[src/rtl/rr_arbiter4.sv]
`default_nettype none
// ============================================================================
// Module      : rr_arbiter4
// Description : Four-requester round-robin arbiter with a per-line debounce
//               qualifier ahead of the grant state machine.
// Revision    : 1.0 - initial release
// ============================================================================

module rr_arbiter4 #(
  parameter int DEB = 3
) (
  input  logic       clk,
  input  logic       clr,
  input  logic [3:0] req,
  input  logic       en,
  output logic [3:0] gnt,
  output logic [1:0] id,
  output logic       valid,
  output logic       busy_n
);

  localparam logic [3:0] c_deb_last  = 4'(DEB - 1);
  localparam logic [0:0] c_st_idle   = 1'b0;
  localparam logic [0:0] c_st_grant  = 1'b1;

  logic [3:0] w_q;

  // A line's filtered level only moves after DEB consecutive disagreeing samples.
  for (genvar gi = 0; gi < 4; gi++) begin : g_chan
    logic       r_q;
    logic [3:0] r_cnt;

    always_ff @(posedge clk) begin
      if (clr) begin
        r_q   <= 1'b0;
        r_cnt <= 4'd0;
      end else if (req[gi] == r_q) begin
        r_cnt <= 4'd0;
      end else if (r_cnt == c_deb_last) begin
        r_q   <= req[gi];
        r_cnt <= 4'd0;
      end else begin
        r_cnt <= r_cnt + 4'd1;
      end
    end

    assign w_q[gi] = r_q;
  end

  logic [0:0] r_state;
  logic [0:0] w_state_nxt;
  logic [1:0] r_ptr;
  logic [1:0] w_ptr_nxt;
  logic [3:0] r_gnt;
  logic [3:0] w_gnt_nxt;
  logic [1:0] r_id;
  logic [1:0] w_id_nxt;
  logic       r_valid;
  logic       r_busy_n;

  logic       w_win_found;
  logic [1:0] w_win_id;
  logic [1:0] w_idx;

  // Search starts one past the last released requester and wraps modulo 4.
  always_comb begin
    w_win_found = 1'b0;
    w_win_id    = r_ptr;
    w_idx       = 2'd0;
    for (int k = 1; k <= 4; k++) begin
      w_idx = r_ptr + 2'(k);
      if (!w_win_found && w_q[w_idx]) begin
        w_win_found = 1'b1;
        w_win_id    = w_idx;
      end
    end
  end

  always_ff @(posedge clk) begin
    if (clr) begin
      r_state <= c_st_idle;
    end else begin
      r_state <= w_state_nxt;
    end
  end

  always_comb begin
    w_state_nxt = r_state;
    case (r_state)
      c_st_idle: begin
        if (en && w_win_found) begin
          w_state_nxt = c_st_grant;
        end
      end
      c_st_grant: begin
        if (!w_q[r_id]) begin
          w_state_nxt = c_st_idle;
        end
      end
      default: w_state_nxt = c_st_idle;
    endcase
  end

  always_comb begin
    w_gnt_nxt = r_gnt;
    w_id_nxt  = r_id;
    w_ptr_nxt = r_ptr;
    case (r_state)
      c_st_idle: begin
        if (en && w_win_found) begin
          w_gnt_nxt = 4'b0001 << w_win_id;
          w_id_nxt  = w_win_id;
        end else begin
          w_gnt_nxt = 4'b0000;
          w_id_nxt  = 2'd0;
        end
      end
      c_st_grant: begin
        // The holder keeps the grant until its own filtered line drops.
        if (!w_q[r_id]) begin
          w_gnt_nxt = 4'b0000;
          w_id_nxt  = 2'd0;
          w_ptr_nxt = r_id;
        end
      end
      default: begin
        w_gnt_nxt = 4'b0000;
        w_id_nxt  = 2'd0;
      end
    endcase
  end

  always_ff @(posedge clk) begin
    if (clr) begin
      r_gnt    <= 4'b0000;
      r_id     <= 2'd0;
      r_ptr    <= 2'd3;
      r_valid  <= 1'b0;
      r_busy_n <= 1'b1;
    end else begin
      r_gnt    <= w_gnt_nxt;
      r_id     <= w_id_nxt;
      r_ptr    <= w_ptr_nxt;
      r_valid  <= |w_gnt_nxt;
      r_busy_n <= ~(|w_gnt_nxt);
    end
  end

  assign gnt    = r_gnt;
  assign id     = r_id;
  assign valid  = r_valid;
  assign busy_n = r_busy_n;

endmodule

`default_nettype wire
[config.mk]
export PLATFORM = sky130hd
export DESIGN_NAME = rr_arbiter4
export DESIGN_NICKNAME = d
export VERILOG_FILES = /design/src/rtl/rr_arbiter4.sv
export SDC_FILE = /design/constraint.sdc
export NUM_CORES = 1
export LEC_CHECK = 0
export ABC_AREA = 1
export CAP_MARGIN = 25
export CORE_ASPECT_RATIO = 1.75
export CORE_MARGIN = 2
export CORE_UTILIZATION = 60
export CTS_CLUSTER_SIZE = 16
export DETAILED_ROUTE_END_ITERATION = 7
export GPL_ROUTABILITY_DRIVEN = 1
export HOLD_SLACK_MARGIN = 0.15
export PLACE_DENSITY = 0.81
export RECOVER_POWER = 50
export SLEW_MARGIN = 20
export SYNTH_ARGS = -nofsm -noshare
export SYNTH_HDL_FRONTEND = slang
export SYNTH_SLANG_ARGS = --single-unit
[constraint.sdc]
create_clock -name clk -period 4.2 [get_ports clk]
set_input_delay 0.84 -clock clk [delete_from_list [all_inputs] [get_ports clk]]
set_output_delay 0.84 -clock clk [all_outputs]
set_load 0.02 [all_outputs]
# --- Yosys cells after proc, flatten, opt, wreduce, memory -nomap -nowiden ---
# Index checks and enable logic that the tools add are counted.
word_totals:
  elab_cells: 87
  out_inout_bits: 8
  register_bits: 31
  in_bits: 7
classes:
  n_reduce_logical: 17
  n_lt_le_gt_ge: 5
  n_shift: 1
  n_eq_ne: 9
  n_bitwise: 7
  n_mux: 27
  addsub: 7
ops:
  columns: ["cell", "count"]
  rows:
  - ["$add A4 B1 Y4 const B", 4]
  - ["$eq A4 B2 Y1 const B", 4]
  - ["$lt A2 B3 Y1 const B", 5]
  - ["$mux W2", 6]
  - ["$reduce_or A3 Y1", 4]
  - ["$mux W1", 11]
  - ["$bmux W1 S2", 5]
  - ["$reduce_and A2 Y1", 5]
  - ["$mux W4", 2]
  - ["$pmux W4 S2", 1]
  - ["$not A1 Y1", 7]
  - ["$add A2 B2 Y2 const B", 2]
  - ["$eq A1 B1 Y1", 4]
  - ["$logic_and A1 B1 Y1", 4]
  - ["$pmux W2 S2", 1]
  - ["$reduce_or A4 Y1", 1]
  - ["$shl A1 B2 Y4 const A", 1]
  - ["$logic_not A1 Y1", 3]
  - ["$add A2 B1 Y2 const B", 1]
  - ["$ne A2 B2 Y1 const B", 1]
  - ["$pmux W1 S2", 1]

# --- Longest topological paths before layout ---
logic_depth:
  ltp_word: 18
  mapped_depth: 16
  ltp_nobuf: 15

# --- Worst setup path before layout ---
# No wires, ideal clock.
synth_timing:
  path_kind: "input -> register"
  start: "in clr"
  end: "reg g_chan[0].r_cnt[0]"
  setup_ns: 0.116
  stages: 5
  n_path_buf: 2
  setup_slack_ns: 2.561
  t_arrival_ns: 1.523
  cell_sequence: "clkbuf_1 -> inv_1 -> clkbuf_1 -> nand3_1 -> nor2_1"
synth_via:
  elab_chain_len: 1
synth_lines:
  columns: ["item", "line_no", "source"]
  rows:
  - ["from (decl)", "13", "input logic clr,"]
  - ["$reduce_or A3 Y1 (no line)", null, null]
  - ["to (signal assigned)", "43", "r_cnt <= r_cnt + 4'd1;"]
  - ["to (decl)", "31", "logic [3:0] r_cnt;"]
# No other way between the ends.
# A chain may end at the register's enable or synchronous reset.

# --- Final worst setup path ---
layout_timing:
  start: "reg r_ptr[0]"
  end: "reg r_valid (netlist: valid)"
layout_via:
  elab_chain_len: 17
layout_lines:
  columns: ["item", "line_no", "source"]
  rows:
  - ["from (decl)", "52", "logic [1:0] r_ptr;"]
  - ["from (signal assigned)", "143", "r_ptr <= w_ptr_nxt;"]
  - ["$add A2 B1 Y2", "71", "w_idx = r_ptr + 2'(k);"]
  - ["$bmux W1 S2", "72", "if (!w_win_found && w_q[w_idx]) begin"]
  - ["$mux W1 (not written as such)", "72", null]
  - ["$mux W1", "72", null]
  - ["$logic_not A1 Y1", "72", null]
  - ["$logic_and A1 B1 Y1", "72", null]
  - ["$mux W1", "72", null]
  - ["$logic_not A1 Y1", "72", null]
  - ["$logic_and A1 B1 Y1", "72", null]
  - ["$mux W1", "72", null]
  - ["$logic_not A1 Y1", "72", null]
  - ["$logic_and A1 B1 Y1", "72", null]
  - ["$mux W2 / $mux W1 (equally long branches)", "72", null]
  - ["$shl A1 B2 Y4 / $logic_and A1 B1 Y1 (equally long branches)", "111, 110", null]
  - ["$mux W4 *", "110", "if (en && w_win_found) begin"]
  - ["$pmux W4 S2 *", "108", "case (r_state)"]
  - ["$reduce_or A4 Y1 *", "144", "r_valid <= |w_gnt_nxt;"]
  - ["to (signal assigned)", "144", null]
  - ["to (decl)", "58", "logic r_valid;"]
# Mark *: on every way between the ends. The rest lies on a longest branch, timed or not. The select of a mux whose other input is x is not followed.

==> impl_metrics.ini <==
[critical_path]
cp.arrival_ns = 2.67
start_kind = flop
r2r_slack_ns = 1.68
reg2reg_from = r_ptr[0]
cp_num_buf_inv = 1
reg2reg_depth = 13
required_ns = 4.35
crit_type = reg2reg
r2r-end = valid
cpPeakStageDelay_ns = 0.54
crit_path_end_kind = flop
path_cells = clkinvlp_2, nand2_1, nand2_1, nand2_1, nand2_2, nor2_1, nand3_1, nand2_1, nor2_4, nand2_2, nand2_1, nor2_1, a21oi_1
cp_top_family = simple AND/OR/NAND/NOR gates
cpMaxStageDelayCell = dfxtp_1
crit_top_cell = nand2_1
cp_max_fo = 10

[timing]
rsz0062_at_grt = false
tightest_slew_ns = 0.453
fin_crit_ns = 2.52
setup_tns_ns = 0
setup_viol = 0
finalHoldViolCount = 0
fin_skew_ns = 0.00493
period_share = 0.599
maxSlewHeadroom = 0.697
finalMaxSlewViolations = 0
clock.fmax_mhz = 397

[die]
fp.dieH_um = 72.2
initial_core_util = 0.631
ios = 15
fp.coreArea_um2 = 2520
die_area_um2 = 3100
rows = 24
die-width_um = 42.9

[final_layout]
antenna_cells = 0
num-fill-cells = 220
utilization = 0.716
drive_gt1_frac = 0.160
area.growth.synth_to_final_pct = 13.4
num-nets-final = 234

[detailed_routing]
routedWlPerCell_um = 12.4
drt_iter0_markers = 20
totalWireLength_um = 3040
antenna_left = 0
num_vias = 1324
viasPerCell = 5.40
route.detailed.drc = 0
dr.pass1.iters = 4

[pwr]
peakVddDrop_mv = 0.379
leakage_nw = 0.789
pwr_density_cell_nw_per_um2 = 377

[synthesis]
avgSynthCellArea_um2 = 7.89
syn_area_um2 = 1590
synthArstFlopShare = 0
synthCells = 202
synth_seq_cells = 31
synthesis.nets = 217
synth_ff_type = dfxtp_1
yosys_warnings = 0
ys_seq_area_frac = 0.390
synth_edf_count = 0
synth_cell_types = 24

[worst_hold_path]
hold_end = g_chan[3].r_cnt[0]
worstHoldPathCells = 1
hold_path_class = reg2reg
worstHoldStart = g_chan[3].r_cnt[0]

[clock_tree]
numClockSinks = 31
ctsHoldBuffers = 0
clk_pin_slew_ns = 0.06
clk_latency_ns = 0.28
cts_tree = done
cts_made_buffers = 5
root_buffer = clkbuf_8
clock_path_buffers = 2
cts_max_level = 2
post-cts-setup-buffers = 0
cts_resized = 0

[global_route]
grt_max_degree = 12
grt_pass1_wl_um = 5670
grt_overflow = 0
antenna_found_initial = 0
track_usage = 0.242
grt_pass1_vias = 1392

[placed_design]
place_hpwl_um = 2460
io_buffers = 14
gp_congestion = 0.800

[flow_run]
cap_viol_max_count = 0

[run_status]
status = finished clean
[placed cells by master, fill, tap and decap left out]
master,instances
a21oi_1,15
clkbuf_8,6
clkdlybuf4s50_1,13
clkinv_2,1
clkinvlp_2,1
dfxtp_1,31
dlygate4sd3_1,1
ha_1,8
inv_1,10
inv_2,3
inv_4,1
nand2_1,37
nand2_2,13
nand2_4,6
nand3_1,16
nand3_2,2
nand4_1,2
nor2_1,29
nor2_2,1
nor2_4,1
o211ai_1,3
o21ai_0,6
o21ai_1,1
xnor2_1,4
xor2_1,8
[Yosys cell counts, drive strengths merged, types with 3 or more instances]
cell type  instances  share of area
o211ai             3          0.014
nand2             56           0.19
nor2              31          0.084
xnor2              4          0.022
xor2               8          0.044
dfxtp             31           0.39
inv               15          0.040
ha                 8          0.063
nand3             18          0.063
a21oi             15          0.047
o21ai              7          0.022
[worst reg2reg max path: stages (launching register included)]
cell	delay (ns)
dfxtp_1	0.54
clkinvlp_2	0.51
nand2_1	0.24
nand2_1	0.10
nand2_1	0.08
nand2_2	0.06
nor2_1	0.22
nand3_1	0.11
nand2_1	0.17
nor2_4	0.06
nand2_2	0.06
nand2_1	0.05
nor2_1	0.12
a21oi_1	0.08
[metal layers]
layer,track usage,vias to the layer above,part of all wire
li1,-,679,-
met1,0.232,621,0.36
met2,0.466,19,0.59
met3,0.0597,5,0.024
met4,0.104,0,0.018
met5,0,-,0
[report_power, final]
group          internal (W)  switching [W]
registers          0.000310      0.0000182
logic             0.0000483      0.0000752
clock network      0.000128       0.000101
[cell type report]
class / count / area, µm² / area share
Clock inverter: 1 / 5.00 / 0.00277
Sequential cell: 31 / 621 / 0.344
Inverter: 15 / 60.1 / 0.0333
Tap cell: 26 / 32.5 / 0.0180
Multi-Input combinational cell: 152 / 865 / 0.479
Clock buffer: 6 / 82.6 / 0.0457
Timing Repair Buffer: 14 / 140 / 0.0776
[cell families (layout without fill, tap and decap cells)]
group | count (synthesis) | in the layout | share of synthesized area
AOI/OAI and AO/OA | 25 | 25 | 0.0833
xor gates and xnor gates | 12 | 12 | 0.0660
and+or+nand+nor | 107 | 107 | 0.342
DFF | 31 | 31 | 0.390
buffers and inverters | 19 | 36 | 0.0566
adders and majority gates | 8 | 8 | 0.0628
[how the worst max path moves through the flow]
stage	startpoint	end	slack, ns	cells after the start
after floorplan	clr	g_chan[0].r_cnt[0]	2.56	5
after global placement	en	valid	2.10	9
after detailed placement	clr	g_chan[0].r_cnt[2]	2.08	4
after CTS	id[0]	id[0]	1.97	1
after global routing	r_ptr[0]	valid	1.38	13
final	r_ptr[0]	valid	1.68	13
[stage by stage]
stage	power (W)	setup slack [ns]	hold slack, ns	cell area (µm²)	instances
5_1_grt	0.000719	1.38	0.501	1810	245
3_3_place_gp	0.000457	2.10	0.440	1740	238
4_1_cts	0.000690	1.97	0.472	1830	245
6_report	0.000681	1.68	0.465	1810	245
2_1_floorplan	0.000430	2.56	0.430	1590	202
3_5_place_dp	0.000463	2.08	0.456	1740	238
[registers in the layout, summed over array words and instances (netlist names)]
name and cells:
gnt 4, r_ptr 2, g_chan.r_cnt 16, busy_n 1
valid 1, g_chan.r_q 4, id 2, r_state 1
Power figures use the tool's default switching activity.
